### src/rtl/spi_pkg.sv
// Shared definitions for the SPI responder: FSM state type and synchronizer depth.
package spi_pkg;

  typedef enum logic [1:0] {
    IDLE,
    SHIFT,
    WAIT_DESEL
  } state_t;

  localparam int SYNC_STAGES = 2;

endpackage

### src/rtl/spi_sync_edge.sv
// Multi-flop synchronizer for one asynchronous pin, with one extra flop so that
// single-cycle rise/fall pulses can be derived from the synchronized level.
module spi_sync_edge
  import spi_pkg::*;
(
  input  logic clk,
  input  logic din,
  output logic sync,
  output logic rise,
  output logic fall
);

  // No reset here: the chain just follows the pin, so after any reset the
  // synchronized level already reflects the true pin state.
  logic [SYNC_STAGES-1:0] stage_reg;
  logic                   prev_reg;

  always_ff @(posedge clk) begin
    stage_reg <= {stage_reg[SYNC_STAGES-2:0], din};
    prev_reg  <= stage_reg[SYNC_STAGES-1];
  end

  assign sync = stage_reg[SYNC_STAGES-1];
  assign rise = sync & ~prev_reg;
  assign fall = ~sync & prev_reg;

endmodule

### src/rtl/spi_target.sv
// SPI mode-0 responder, MSB first, fully oversampled on clock_i.
// Define SPI_TARGET_ERR_EN to generate the frame_err_o / tx_underrun_o pulses.
module spi_target
  import spi_pkg::*;
#(
  parameter int WORD_WIDTH = 16
) (
  input  logic                  clock_i,
  input  logic                  reset_i,
  input  logic                  sclk_i,
  input  logic                  cs_n_i,
  input  logic                  mosi_i,
  output logic                  miso_o,
  output logic                  miso_oe_o,
  input  logic [WORD_WIDTH-1:0] tx_data_i,
  input  logic                  tx_valid_i,
  output logic                  tx_ready_o,
  output logic [WORD_WIDTH-1:0] rx_data_o,
  output logic                  rx_valid_o,
  output logic                  frame_err_o,
  output logic                  tx_underrun_o
);

  localparam int CW = (WORD_WIDTH > 2) ? $clog2(WORD_WIDTH) : 1;
  localparam logic [CW-1:0] LAST_BIT = CW'(WORD_WIDTH - 1);

  // Bit 0 carries sclk, bit 1 carries cs_n.
  logic [1:0] pin_raw, pin_sync, pin_rise, pin_fall;
  assign pin_raw = {cs_n_i, sclk_i};

  for (genvar gi = 0; gi < 2; gi++) begin : g_pin_sync
    spi_sync_edge u_sync (
      .clk  (clock_i),
      .din  (pin_raw[gi]),
      .sync (pin_sync[gi]),
      .rise (pin_rise[gi]),
      .fall (pin_fall[gi])
    );
  end

  logic sclk_rise, sclk_fall, cs_rise, cs_fall, cs_level;
  logic unused_sclk_level;
  assign sclk_rise         = pin_rise[0];
  assign sclk_fall         = pin_fall[0];
  assign cs_rise           = pin_rise[1];
  assign cs_fall           = pin_fall[1];
  assign cs_level          = pin_sync[1];
  assign unused_sclk_level = pin_sync[0];

  logic [SYNC_STAGES-1:0] mosi_sync_reg;
  always_ff @(posedge clock_i) begin
    mosi_sync_reg <= {mosi_sync_reg[SYNC_STAGES-2:0], mosi_i};
  end

  state_t                  state_reg;
  logic [CW-1:0]           count_reg;
  logic [WORD_WIDTH-1:0]   tx_shift_reg;
  logic [WORD_WIDTH-2:0]   rx_shift_reg;
  logic [WORD_WIDTH-1:0]   tx_buf_reg;
  logic                    tx_full_reg;
  logic                    miso_reg;
  logic                    miso_oe_reg;
  logic [WORD_WIDTH-1:0]   rx_data_reg;
  logic                    rx_valid_reg;

  logic                    word_start;
  logic                    tx_accept;
  logic [WORD_WIDTH-1:0]   tx_load;
  logic [WORD_WIDTH-1:0]   rx_word;

  always_comb begin
    word_start = 1'b0;
    if (state_reg == IDLE && cs_fall) begin
      word_start = 1'b1;
    end else if (state_reg == SHIFT && !cs_rise && sclk_fall && count_reg == '0) begin
      word_start = 1'b1;
    end
    // The word start uses the buffer state from before this cycle's handshake.
    tx_accept = tx_valid_i & ~tx_full_reg;
    tx_load   = tx_full_reg ? tx_buf_reg : '0;
    rx_word   = {rx_shift_reg, mosi_sync_reg[SYNC_STAGES-1]};
  end

  always_ff @(posedge clock_i) begin
    if (reset_i) begin
      state_reg    <= WAIT_DESEL;
      count_reg    <= '0;
      tx_shift_reg <= '0;
      rx_shift_reg <= '0;
      tx_buf_reg   <= '0;
      tx_full_reg  <= 1'b0;
      miso_reg     <= 1'b0;
      miso_oe_reg  <= 1'b0;
      rx_data_reg  <= '0;
      rx_valid_reg <= 1'b0;
    end else begin
      rx_valid_reg <= 1'b0;

      if (word_start) begin
        tx_shift_reg <= tx_load;
        miso_reg     <= tx_load[WORD_WIDTH-1];
      end

      if (word_start && tx_full_reg) begin
        tx_full_reg <= 1'b0;
      end else if (tx_accept) begin
        tx_buf_reg  <= tx_data_i;
        tx_full_reg <= 1'b1;
      end

      case (state_reg)
        WAIT_DESEL: begin
          if (cs_level) state_reg <= IDLE;
        end
        IDLE: begin
          if (cs_fall) begin
            state_reg   <= SHIFT;
            count_reg   <= '0;
            miso_oe_reg <= 1'b1;
          end
        end
        SHIFT: begin
          if (cs_rise) begin
            // A partial word is simply dropped; the shifter is refilled by the next frame.
            state_reg   <= IDLE;
            count_reg   <= '0;
            miso_oe_reg <= 1'b0;
            miso_reg    <= 1'b0;
          end else begin
            if (sclk_rise) begin
              rx_shift_reg <= rx_word[WORD_WIDTH-2:0];
              if (count_reg == LAST_BIT) begin
                rx_data_reg  <= rx_word;
                rx_valid_reg <= 1'b1;
                count_reg    <= '0;
              end else begin
                count_reg <= count_reg + CW'(1);
              end
            end
            if (sclk_fall && count_reg != '0) begin
              tx_shift_reg <= {tx_shift_reg[WORD_WIDTH-2:0], 1'b0};
              miso_reg     <= tx_shift_reg[WORD_WIDTH-2];
            end
          end
        end
        default: state_reg <= WAIT_DESEL;
      endcase
    end
  end

`ifdef SPI_TARGET_ERR_EN
  logic frame_err_reg;
  logic tx_underrun_reg;

  always_ff @(posedge clock_i) begin
    if (reset_i) begin
      frame_err_reg   <= 1'b0;
      tx_underrun_reg <= 1'b0;
    end else begin
      frame_err_reg   <= (state_reg == SHIFT) && cs_rise && (count_reg != '0);
      tx_underrun_reg <= word_start && !tx_full_reg;
    end
  end

  assign frame_err_o   = frame_err_reg;
  assign tx_underrun_o = tx_underrun_reg;
`else
  assign frame_err_o   = 1'b0;
  assign tx_underrun_o = 1'b0;
`endif

  assign miso_o     = miso_reg;
  assign miso_oe_o  = miso_oe_reg;
  assign tx_ready_o = ~tx_full_reg;
  assign rx_data_o  = rx_data_reg;
  assign rx_valid_o = rx_valid_reg;

endmodule
### config.mk
export PLATFORM = sky130hd
export DESIGN_NAME = spi_target
export DESIGN_NICKNAME = d
export VERILOG_FILES = /design/src/rtl/spi_pkg.sv /design/src/rtl/spi_sync_edge.sv /design/src/rtl/spi_target.sv
export SDC_FILE = /design/constraint.sdc
export NUM_CORES = 1
export LEC_CHECK = 0
export ABC_AREA = 1
export CAP_MARGIN = 20
export CORE_ASPECT_RATIO = 1.25
export CORE_MARGIN = 8
export CORE_UTILIZATION = 49
export DETAILED_ROUTE_END_ITERATION = 8
export PLACE_DENSITY = 0.75
export SYNTH_ARGS = -nofsm -noshare
export SYNTH_HDL_FRONTEND = slang
export SYNTH_HIERARCHICAL = 1
export SYNTH_SLANG_ARGS = --single-unit
### constraint.sdc
create_clock -name clock_i -period 1.37 [get_ports clock_i]
set_input_delay 0.274 -clock clock_i [delete_from_list [all_inputs] [get_ports clock_i]]
set_output_delay 0.274 -clock clock_i [all_outputs]
set_load 0.02 [all_outputs]
==> out/qor.yml, run 1 <==
clocking:
  holdBufCountCts: 0
  numCtsBuffers: 9
  clkSinkCount: 80
  clk_transition_reported_paths_ns: 0.08
  htree_num_levels: 3
  root_buffer: "clkbuf_8"
  clk_latency_ns: 0.35
  cts_tree: "built"
  cts_buffer_depth: 2
job:
  cap_violations: 0
sta:
  rsz0062_at_grt: "true"
  maxSlewViolCount: 0
  setup_violations: 37
  fin_crit_sh_pct: 110
  setup_tns_ns: -1.78
  hold_viol: 0
  timing.final.ws_setup_ns: -0.141
  layout_min_cycle_time_ns: 1.51
  fmaxAchievable_ghz: 0.662
  fin_skew_ns: 0.00440
floorplanning:
  core-area_sq_um: 6440
  dieArea_sq_um: 9350
  ios: 44
  fp-row-count: 33
  fp.dieH_um: 106
  die_width_um: 88.1
  start_util_pct: 49.5
placed_design:
  hpwl_um: 4910
  gp_congestion: 0.856
  portBuffers: 41
  place_area_sq_um: 3900
setup_path:
  critPathArrivalTime_ns: 1.79
  critPathLaunchType: "flop"
  criticalPathCategory: "reg2reg"
  critPathMaxFanout: 16
  cp-end-kind: "flop"
  crit_required_ns: 1.65
synthesis:
  synthArstFlopShare_pct: 0
  synth_cells: 428
  ys_top_cells_by_count: "nor2_1, dfxtp_1, nand2_1"
  ys_top_cells_by_area: "dfxtp_1, nor2_1, o21ai_0"
  synth.most_common_cell: "nor2_1"
  synth-edff-count: 0
  yosysTopAreaCell: "dfxtp_1"
  netlist_area_sq_um: 3190
  yosys_most_used_dff: "dfxtp_1"
  synth_top_area_share_pct: 50.3
  syn_area_per_cell_sq_um: 7.44
  synth_cell_types: 24
  ys_seq_elements: 80
  yosysWarnings: 6
  synth-seq-area-share_pct: 50.3
power:
  power_mw: 4.84
  p_leak_nw: 2.00
  ir_drop_v: 0.000871
  powerDensity_nw_per_um2: 1080
global_routing:
  grt_first_pass_wirelength_um: 12600
  grt_max_degree: 33
  antenna_found_initial: 0
  track_usage_pct: 16.8
  overflow: 0
  grt_pass1_vias: 2908
cells_and_area:
  area_growth_pct: 40.1
  design_area_sq_um: 4460
  drive_above_1_share_pct: 24.0
  diodes: 0
  nNetsFinal: 521
drt:
  ant_nets: 0
  wl_um: 8160
  drt_iter0_markers: 350
  vias: 2996
  drtPass1Iterations: 4
  viasPerCell: 5.10
  routedWlPerCell_um: 13.9
  remaining_drc_errors: 0
min_path:
  hp-class: "reg2reg"
run_status:
  violations: "setup timing"
  outcome: "finished with violations"
==> per-stage QoR <==
stage / util (%) / hold WS (ns) / setup WS [ns] / cells
after floorplan: - / 0.302 / 0.00172 / 429
after global placement: 60.5 / 0.310 / -0.0385 / 567
after detailed placement: 60.5 / 0.312 / -0.0679 / 567
after CTS: 65.0 / 0.331 / -0.0308 / 584
after global routing: 69.3 / 0.341 / -0.211 / 588
final: 69.3 / 0.330 / -0.141 / 588
==> worst paths after layout <==
path	startpoint	endpoint	slack, ns	depth (start not counted)
setup / recovery	state_reg[0]	tx_shift_reg[1]	-0.14	7
hold / removal	g_pin_sync[1].u_sync/stage_reg[0]	g_pin_sync[1].u_sync/stage_reg[1]	0.33	0
setup reg to reg	state_reg[0]	tx_shift_reg[1]	-0.14	7
hold reg to reg	g_pin_sync[1].u_sync/stage_reg[0]	g_pin_sync[1].u_sync/stage_reg[1]	0.33	0
==> cell usage in the layout, fill, tap and decap left out, types with 19 or more instances in the layout <==
| cell | count |
|---|---|
| nor2_1 | 90 |
| dfxtp_1 | 76 |
| nand2_1 | 54 |
| buf_4 | 31 |
| o21ai_0 | 30 |
| a21oi_1 | 23 |
| nand3_1 | 22 |
| clkdlybuf4s50_1 | 21 |
| inv_1 | 20 |
| o21ai_1 | 19 |
==> where the power goes <==
group	switching (mW)	internal (mW)	total, mW
Combinational	0.227	0.203	0.430
Sequential	0.0384	2.39	2.43
Clock	0.861	1.12	1.98
Total	1.13	3.71	4.84
==> per-layer routing <==
metal	global-route usage [%]	part of all wire, %	up-vias	routed length, um
met5	0	0	-	0
met4	7.76	1.8	0	150
met3	3.86	4.5	13	365
met2	30.0	53	77	4340
met1	18.1	41	1386	3310
li1	-	-	1520	-
==> cell type report <==
type	instances	area, sq um
multi-input cells	296	1560
clock inverters	4	76.3
repair buffers	82	840
flip-flops and latches	80	1610
clock buffers	11	151
well taps	87	109
inverters	28	123
fillers	506	1980
==> repair_timing <==
action,CTS,global route
endpoints found under the setup margin,60,48
hold endpoints to repair,0,0
pin swaps,5,11
cloned,1,3
buffers inserted,1,1
gates resized for setup,43,72
==> logic make-up (layout without fill, tap and decap cells) <==
group | Yosys count | in the layout | synth area share (%)
AO/OA/AOI/OAI | 87 | 87 | 13.9
adder cells (fa/ha/maj) | 2 | 2 | 0.785
other | 1 | 2 | 0.118
buffers and inverters | 53 | 125 | 8.05
flip-flops | 80 | 80 | 50.3
AND/OR/NAND/NOR | 205 | 205 | 26.9
==> critical path, stage by stage (launching register included) <==
cell	delay, ns
dfxtp_2	0.36
inv_4	0.05
nor3_4	0.29
nand3_4	0.17
clkbuf_16	0.21
a21oi_1	0.12
nor2_1	0.06
nor2_1	0.16
Power figures use the tool's default switching activity.
==> run 2: changes to the inputs <==
--- a/config.mk
+++ b/config.mk
@@ -10,8 +10,11 @@
 export CORE_ASPECT_RATIO = 1.25
 export CORE_MARGIN = 8
 export CORE_UTILIZATION = 49
+export CTS_BUF_LIST = sky130_fd_sc_hd__clkbuf_16
+export CTS_CLUSTER_SIZE = 12
 export DETAILED_ROUTE_END_ITERATION = 8
 export PLACE_DENSITY = 0.75
+export SLEW_MARGIN = 20
 export SYNTH_ARGS = -nofsm -noshare
 export SYNTH_HDL_FRONTEND = slang
 export SYNTH_HIERARCHICAL = 1
==> run 2 against run 1 <==
Net effect: the run still ends with setup timing left; cell count fell by 0.17%; via count rose by 3.3%; global-route usage rose by 0.22 points; sequential power barely moved; fmax rose by 2.2%.
==> out/qor.yml, run 2 (synthesis results as in run 1) <==
placed_design:
  dp.cells: 567  # unchanged
  hpwl_um: 4910  # unchanged
  gp_congestion: 0.856  # unchanged
  portBuffers: 41  # unchanged
cells_and_area:
  nNetsFinal: 520  # -0.19%
  drive_above_1_share_pct: 25.8  # +1.8 points
  layout_common_cells: "nor2_1, dfxtp_1, nand2_1, buf_4"
  diodes: 0  # unchanged
  fill_cells: 472  # -6.7%
  final_util_pct: 71.4  # +2.1 points
  fin_cells: 587  # -0.17%
  final_common_cell: "nor2_1"
  area_growth_pct: 44.4
global_routing:
  grt_first_pass_wirelength_um: 12900  # +2.1%
  gr-usage-met2_pct: 30.8  # +0.75 points
  grt_pass1_vias: 2979  # +2.4%
  track_usage_pct: 17.1  # +0.22 points
  grt_max_degree: 33  # unchanged
  met1_usage_pct: 18.1  # about the same
  top_usage_layer: "met2"
  grt_use_met3_pct: 4.40  # +0.54 points
  antenna_found_initial: 0  # unchanged
  overflow: 0  # unchanged
setup_path:
  worst-r2r-cell-count: 8  # +1
  r2r_end: "rx_data_o[12]"
  critPathArrivalTime_ns: 1.75  # -0.04 ns
  critPathMaxFanout: 5  # -11
  r2r_slack_ns: -0.11  # +0.03 ns
  crit_path_max_incr_delay_ns: 0.36  # about the same
  criticalPathCategory: "reg2reg"
  critPathLaunchType: "flop"
  slowest_stage: "dfxtp_2"
  crit_chain: "inv_4 > nor3_4 > buf_6 > nand2_8 > nor2_8 > buf_12 > o21ai_4 > a21oi_2"
  cp-end-kind: "flop"
  crit_required_ns: 1.64  # about the same
  reg2reg_from: "state_reg[0]"
sta:
  setup_violations: 35  # -5.4%
  hold_viol: 0  # unchanged
  timing.final.ws_setup_ns: -0.109  # +0.0320 ns
  layout_min_cycle_time_ns: 1.48  # -0.0320 ns
  rsz0062_at_grt: "true"
  holdWs_ns: 0.326  # -0.00457 ns
  fin_skew_ns: 0.00549  # +0.00109 ns
  fin_crit_sh_pct: 108  # -2.3 points
  maxSlewViolCount: 0  # unchanged
  fmaxAchievable_ghz: 0.676  # +2.2%
  setup_tns_ns: -2.41  # -0.632 ns
run_status:
  violations: "setup timing"
  outcome: "finished with violations"
floorplanning:
  start_util_pct: 49.5  # unchanged
  fp-row-count: 33  # unchanged
  ios: 44  # unchanged
  fp.dieH_um: 106  # unchanged
  core-area_sq_um: 6440  # unchanged
  die_width_um: 88.1  # unchanged
  dieArea_sq_um: 9350  # unchanged
clocking:
  htree_num_levels: 3  # unchanged
  cts_tree: "built"
  clk_latency_ns: 0.34  # about the same
  clk_transition_reported_paths_ns: 0.06  # -0.02 ns
  numCtsBuffers: 9  # unchanged
  root_buffer: "clkbuf_16"
  cts_buffer_depth: 2  # unchanged
  holdBufCountCts: 0  # unchanged
  clkSinkCount: 80  # unchanged
power:
  comb_power_share_pct: 8.1  # -0.8 points
  ir_drop_v: 0.000927  # +6.5%
  power_mw: 5.41  # +12%
  intPower_mw: 4.17  # +12%
  power_frac_clock_pct: 46.9  # +5.9 points
  p_leak_nw: 2.02  # +1.3%
  swShare_pct: 22.8  # -0.45 points
  power.share.sequential_pct: 45.0  # -5.1 points
  p_sw_mw: 1.24  # +9.6%
  powerDensity_nw_per_um2: 1180  # +8.4%
min_path:
  hp-class: "reg2reg"
  worstHoldPathCells: 0  # unchanged
  holdCritStartpoint: "g_pin_sync[1].u_sync/stage_reg[0]"
  holdPathEnd: "g_pin_sync[1].u_sync/stage_reg[1]"
drt:
  viasPerCell: 5.27  # +3.5%
  vias: 3095  # +3.3%
  wl_um: 8490  # +3.9%
  routedWlPerCell_um: 14.5  # +4.1%
  remaining_drc_errors: 0  # unchanged
  ant_nets: 0  # unchanged
  drtPass1Iterations: 5  # +1
  drt_iter0_markers: 229  # -35%
job:
  cap_violations: 0  # unchanged
-- run 2: layer usage --
metal  vias to the layer above  routed length (um)
met1                      1451                3470
met4                         0                 180
li1                       1527                   -
met3                        19                 400
met5                         -                   0
met2                        98                4430
-- run 2: final cells by class --
cell class | count | area [sq um] | share of cell area [%]
inverter | 28 | 123 | 2.67
tap | 87 | 109 | 2.37
timing repair buffer | 81 | 847 | 18.4
clock inverter | 6 | 83.8 | 1.82
clock buffer | 9 | 225 | 4.90
sequential | 80 | 1610 | 34.9
multi-input combinational | 296 | 1610 | 34.9
-- run 2: how the worst max path moves through the flow --
stage / startpoint / endpoint / slack (ns) / cells after the start
after floorplan: count_reg[1] / tx_shift_reg[1] / 0.002 / 10
after global placement: reset_i / tx_buf_reg[10] / -0.04 / 6
after detailed placement: count_reg[1] / tx_shift_reg[12] / -0.07 / 9
after CTS: count_reg[0] / tx_shift_reg[7] / -0.03 / 10
after global routing: count_reg[0] / tx_shift_reg[8] / -0.18 / 10
final: state_reg[0] / rx_data_o[12] / -0.11 / 8
-- run 2: worst max-delay path, delay by kind of cell (launching register included) --
kind	cells	cell delay [ns]
AO/OA/AOI/OAI	2	0.16
buffers and inverters	3	0.36
flip-flops	1	0.36
AND/OR/NAND/NOR	3	0.51
-- run 2: power groups by stage --
stage,Clock (mW),Sequential [mW],Combinational (mW)
6_report,2.54,2.43,0.440
5_1_grt,2.61,2.44,0.483
4_1_cts,2.51,2.43,0.384
3_5_place_dp,0,2.48,0.373
3_3_place_gp,0,2.47,0.364
2_1_floorplan,0,2.47,0.195
-- run 2: timing repair --
| action | CTS | global route |
|---|---|---|
| setup buffers | 0 | 1 |
| pin swaps | 2 | 18 |
| gates resized for setup | 47 | 88 |
| gates cloned | 2 | 2 |
| setup endpoints to repair | 60 | 50 |
-- run 2: per-stage QoR --
| step | setup WS, ns | cell area [sq um] |
|---|---|---|
| finish | -0.109 | 4600 |
| global route | -0.179 | 4600 |
| CTS | -0.0317 | 4270 |
| detailed placement | -0.0679 | 3900 |
| global placement | -0.0385 | 3900 |
| floorplan | 0.00172 | 3190 |
==> run 3: changes to the inputs <==
--- a/config.mk
+++ b/config.mk
@@ -9,11 +9,10 @@
 export CAP_MARGIN = 20
 export CORE_ASPECT_RATIO = 1.25
 export CORE_MARGIN = 8
-export CORE_UTILIZATION = 49
+export CORE_UTILIZATION = 34
 export CTS_BUF_LIST = sky130_fd_sc_hd__clkbuf_16
 export CTS_CLUSTER_SIZE = 12
 export DETAILED_ROUTE_END_ITERATION = 8
-export PLACE_DENSITY = 0.75
 export SLEW_MARGIN = 20
 export SYNTH_ARGS = -nofsm -noshare
 export SYNTH_HDL_FRONTEND = slang
==> run 3 against run 2 <==
Net effect: the flow still finishes with violations (setup timing); setup slack barely moved; cell count is 5.8% higher; die area is 36% higher; critical path type unchanged; critical endpoint is now tx_shift_reg[6]; largest cell class unchanged; highest routed layer unchanged.
==> out/qor.yml, run 3 (synthesis results as in run 1) <==
sta:
  fin_crit_sh_pct: 108  # about the same
  timing.final.ws_setup_ns: -0.109  # -0.000267 ns
  hold_viol: 0  # unchanged
  rsz0062_at_grt: "true"
  setup_violations: 23  # -34%
  fin_skew_ns: 0.00634  # +0.000854 ns
  fmaxAchievable_ghz: 0.676  # about the same
  setup_tns_ns: -0.964  # +1.45 ns
  layout_min_cycle_time_ns: 1.48  # +0.000267 ns
  maxSlewViolCount: 0  # unchanged
  holdWs_ns: 0.330  # +0.00395 ns
drt:
  drt_iter0_markers: 146  # -36%
  viasPerCell: 4.71  # -11%
  drtPass1Iterations: 6  # +1
  ant_nets: 0  # unchanged
  vias: 2925  # -5.5%
  remaining_drc_errors: 0  # unchanged
  routedWlPerCell_um: 13.0  # -9.8%
  wl_um: 8100  # -4.5%
run_status:
  violations: "setup timing"
  outcome: "finished with violations"
setup_path:
  r2r_slack_ns: -0.11  # about the same
  crit_required_ns: 1.60  # -0.04 ns
  slowest_stage: "dfxtp_2"
  critPathArrivalTime_ns: 1.71  # -0.04 ns
  r2r_end: "tx_shift_reg[6]"
  criticalPathCategory: "reg2reg"
  endpoint: "tx_shift_reg[6]"
  reg2reg_from: "count_reg[1]"
  crit_path_max_incr_delay_ns: 0.34  # -0.02 ns
  startpoint: "count_reg[1]"
  worst-r2r-cell-count: 10  # +2
  crit_chain: "inv_2 > ha_4 > nand2_4 > nor2_4 > nand3_4 > clkbuf_16 > nand3_2 > nand2_1 > nor2_1 > nor2_1"
  critPathLaunchType: "flop"
  cp_common_cell: "nor2_1"
  cp-end-kind: "flop"
  critPathMaxFanout: 8  # +3
cells_and_area:
  regArea_sq_um: 1610  # unchanged
  area_growth_pct: 43.4
  final_common_cell: "nor2_1"
  diodes: 0  # unchanged
  multi_input_area_sq_um: 1520  # -5.3%
  fin_cells: 621  # +5.8%
  drive_above_1_share_pct: 21.7  # -4.1 points
  fill_cells: 857  # +82%
  layout_common_cells: "nor2_1, dfxtp_1, nand2_1, o21ai_0, nand3_1"
  nNetsFinal: 517  # -0.58%
clocking:
  numCtsBuffers: 9  # unchanged
  clk_latency_ns: 0.34  # about the same
  cts_tree: "built"
  clk_transition_reported_paths_ns: 0.06  # about the same
  htree_num_levels: 3  # unchanged
  clkSinkCount: 80  # unchanged
  root_buffer: "clkbuf_16"
  cts_buffer_depth: 2  # unchanged
floorplanning:
  fp-row-count: 39  # +18%
  start_util_pct: 34.9  # -15 points
  fp.dieH_um: 124  # +17%
  core-area_sq_um: 9130  # +42%
  ios: 44  # unchanged
  die_width_um: 103  # +16%
  dieArea_sq_um: 12700  # +36%
global_routing:
  grt_pass1_vias: 2761  # -7.3%
  antenna_found_initial: 0  # unchanged
  grt_first_pass_wirelength_um: 12700  # -1.9%
  grt_max_degree: 33  # unchanged
  overflow: 0  # unchanged
  track_usage_pct: 12.4  # -4.6 points
placed_design:
  portBuffers: 41  # unchanged
  dp.cells: 598  # +5.5%
  hpwl_um: 5070  # +3.2%
  gp_congestion: 0.771  # -9.9%
job:
  cap_violations: 0  # unchanged
min_path:
  hp-class: "reg2reg"
power:
  ir_drop_v: 0.000679  # -27%
  powerDensity_nw_per_um2: 1210  # +2.8%
  p_leak_nw: 2.02  # -0.26%
## run 3: cell types whose count changed in the layout (fill, tap and decap cells not counted), moves of 3 or more
cell / change
nand2_1: +9
o21ai_1: -9
o21ai_0: +4
nand2_2: -6
nor2_1: +5
clkdlybuf4s15_1: +3
inv_1: +3
a21oi_2: -3
o21ai_2: +6
nor2_4: -3
buf_4: -5
nand3_1: +9
nand3_2: -9
dlygate4sd2_1: -4
## run 3: worst min path at each step
stage / startpoint / cells past startpoint / endpoint
6_report: mosi_sync_reg[0] / 0 / mosi_sync_reg[1]
2_1_floorplan: sclk_i / 0 / g_pin_sync[0].u_sync/stage_reg[0]
5_1_grt: g_pin_sync[0].u_sync/stage_reg[0] / 0 / g_pin_sync[0].u_sync/stage_reg[1]
3_3_place_gp: mosi_sync_reg[0] / 0 / mosi_sync_reg[1]
4_1_cts: mosi_sync_reg[0] / 0 / mosi_sync_reg[1]
3_5_place_dp: mosi_sync_reg[0] / 0 / mosi_sync_reg[1]
## run 3: cell type report
type                            instances  area share (%)
Multi-Input combinational cell        296            33.3
Clock inverter                          7            2.41
Inverter                               28            2.63
Sequential cell                        80            35.2
Clock buffer                            9            4.93
Tap cell                              123            3.37
Timing Repair Buffer                   78            18.2
## run 3: critical path: cells and delay by family (launching register included)
kind                       cells  cell delay, ns
adders and majority gates      1            0.14
DFF                            1            0.34
buffers and inverters          2            0.30
and+or+nand+nor                7            0.60
## run 3: metal layers
metal	vias up	global-route usage, %	routed length [um]
met1	1352	14.2	3500
met4	0	5.98	104
met2	56	20.2	4120
met5	-	0	0
met3	7	4.14	373
li1	1510	-	-
## run 3: repair_timing
item / 4_1_cts / 5_1_grt
pin swaps: 1 / 11
cloned: 0 / 5
endpoints found under the setup margin: 64 / 52
hold buffers: 0 / 0
resized for setup: 29 / 81
buffers inserted: 1 / 1
## run 3: per-stage QoR
| step | cell area, sq um | worst slack [ns] | utilization, % | power (mW) |
|---|---|---|---|---|
| final | 4570 | -0.109 | 50.1 | 5.52 |
| after global routing | 4570 | -0.199 | 50.1 | 5.74 |
| after CTS | 4250 | -0.0461 | 46.5 | 5.54 |
| after detailed placement | 3920 | -0.0762 | 43.0 | 2.85 |
| after global placement | 3920 | -0.0479 | 43.0 | 2.84 |
| after floorplan | 3190 | 0.00172 | - | 2.67 |
## run 3: power breakdown
part           internal (mW)  total [mW]  leakage, nW  switching (mW)
Clock                   1.77        2.69        0.166           0.923
Combinational          0.190       0.402         1.20           0.213
Sequential              2.39        2.43        0.653          0.0379
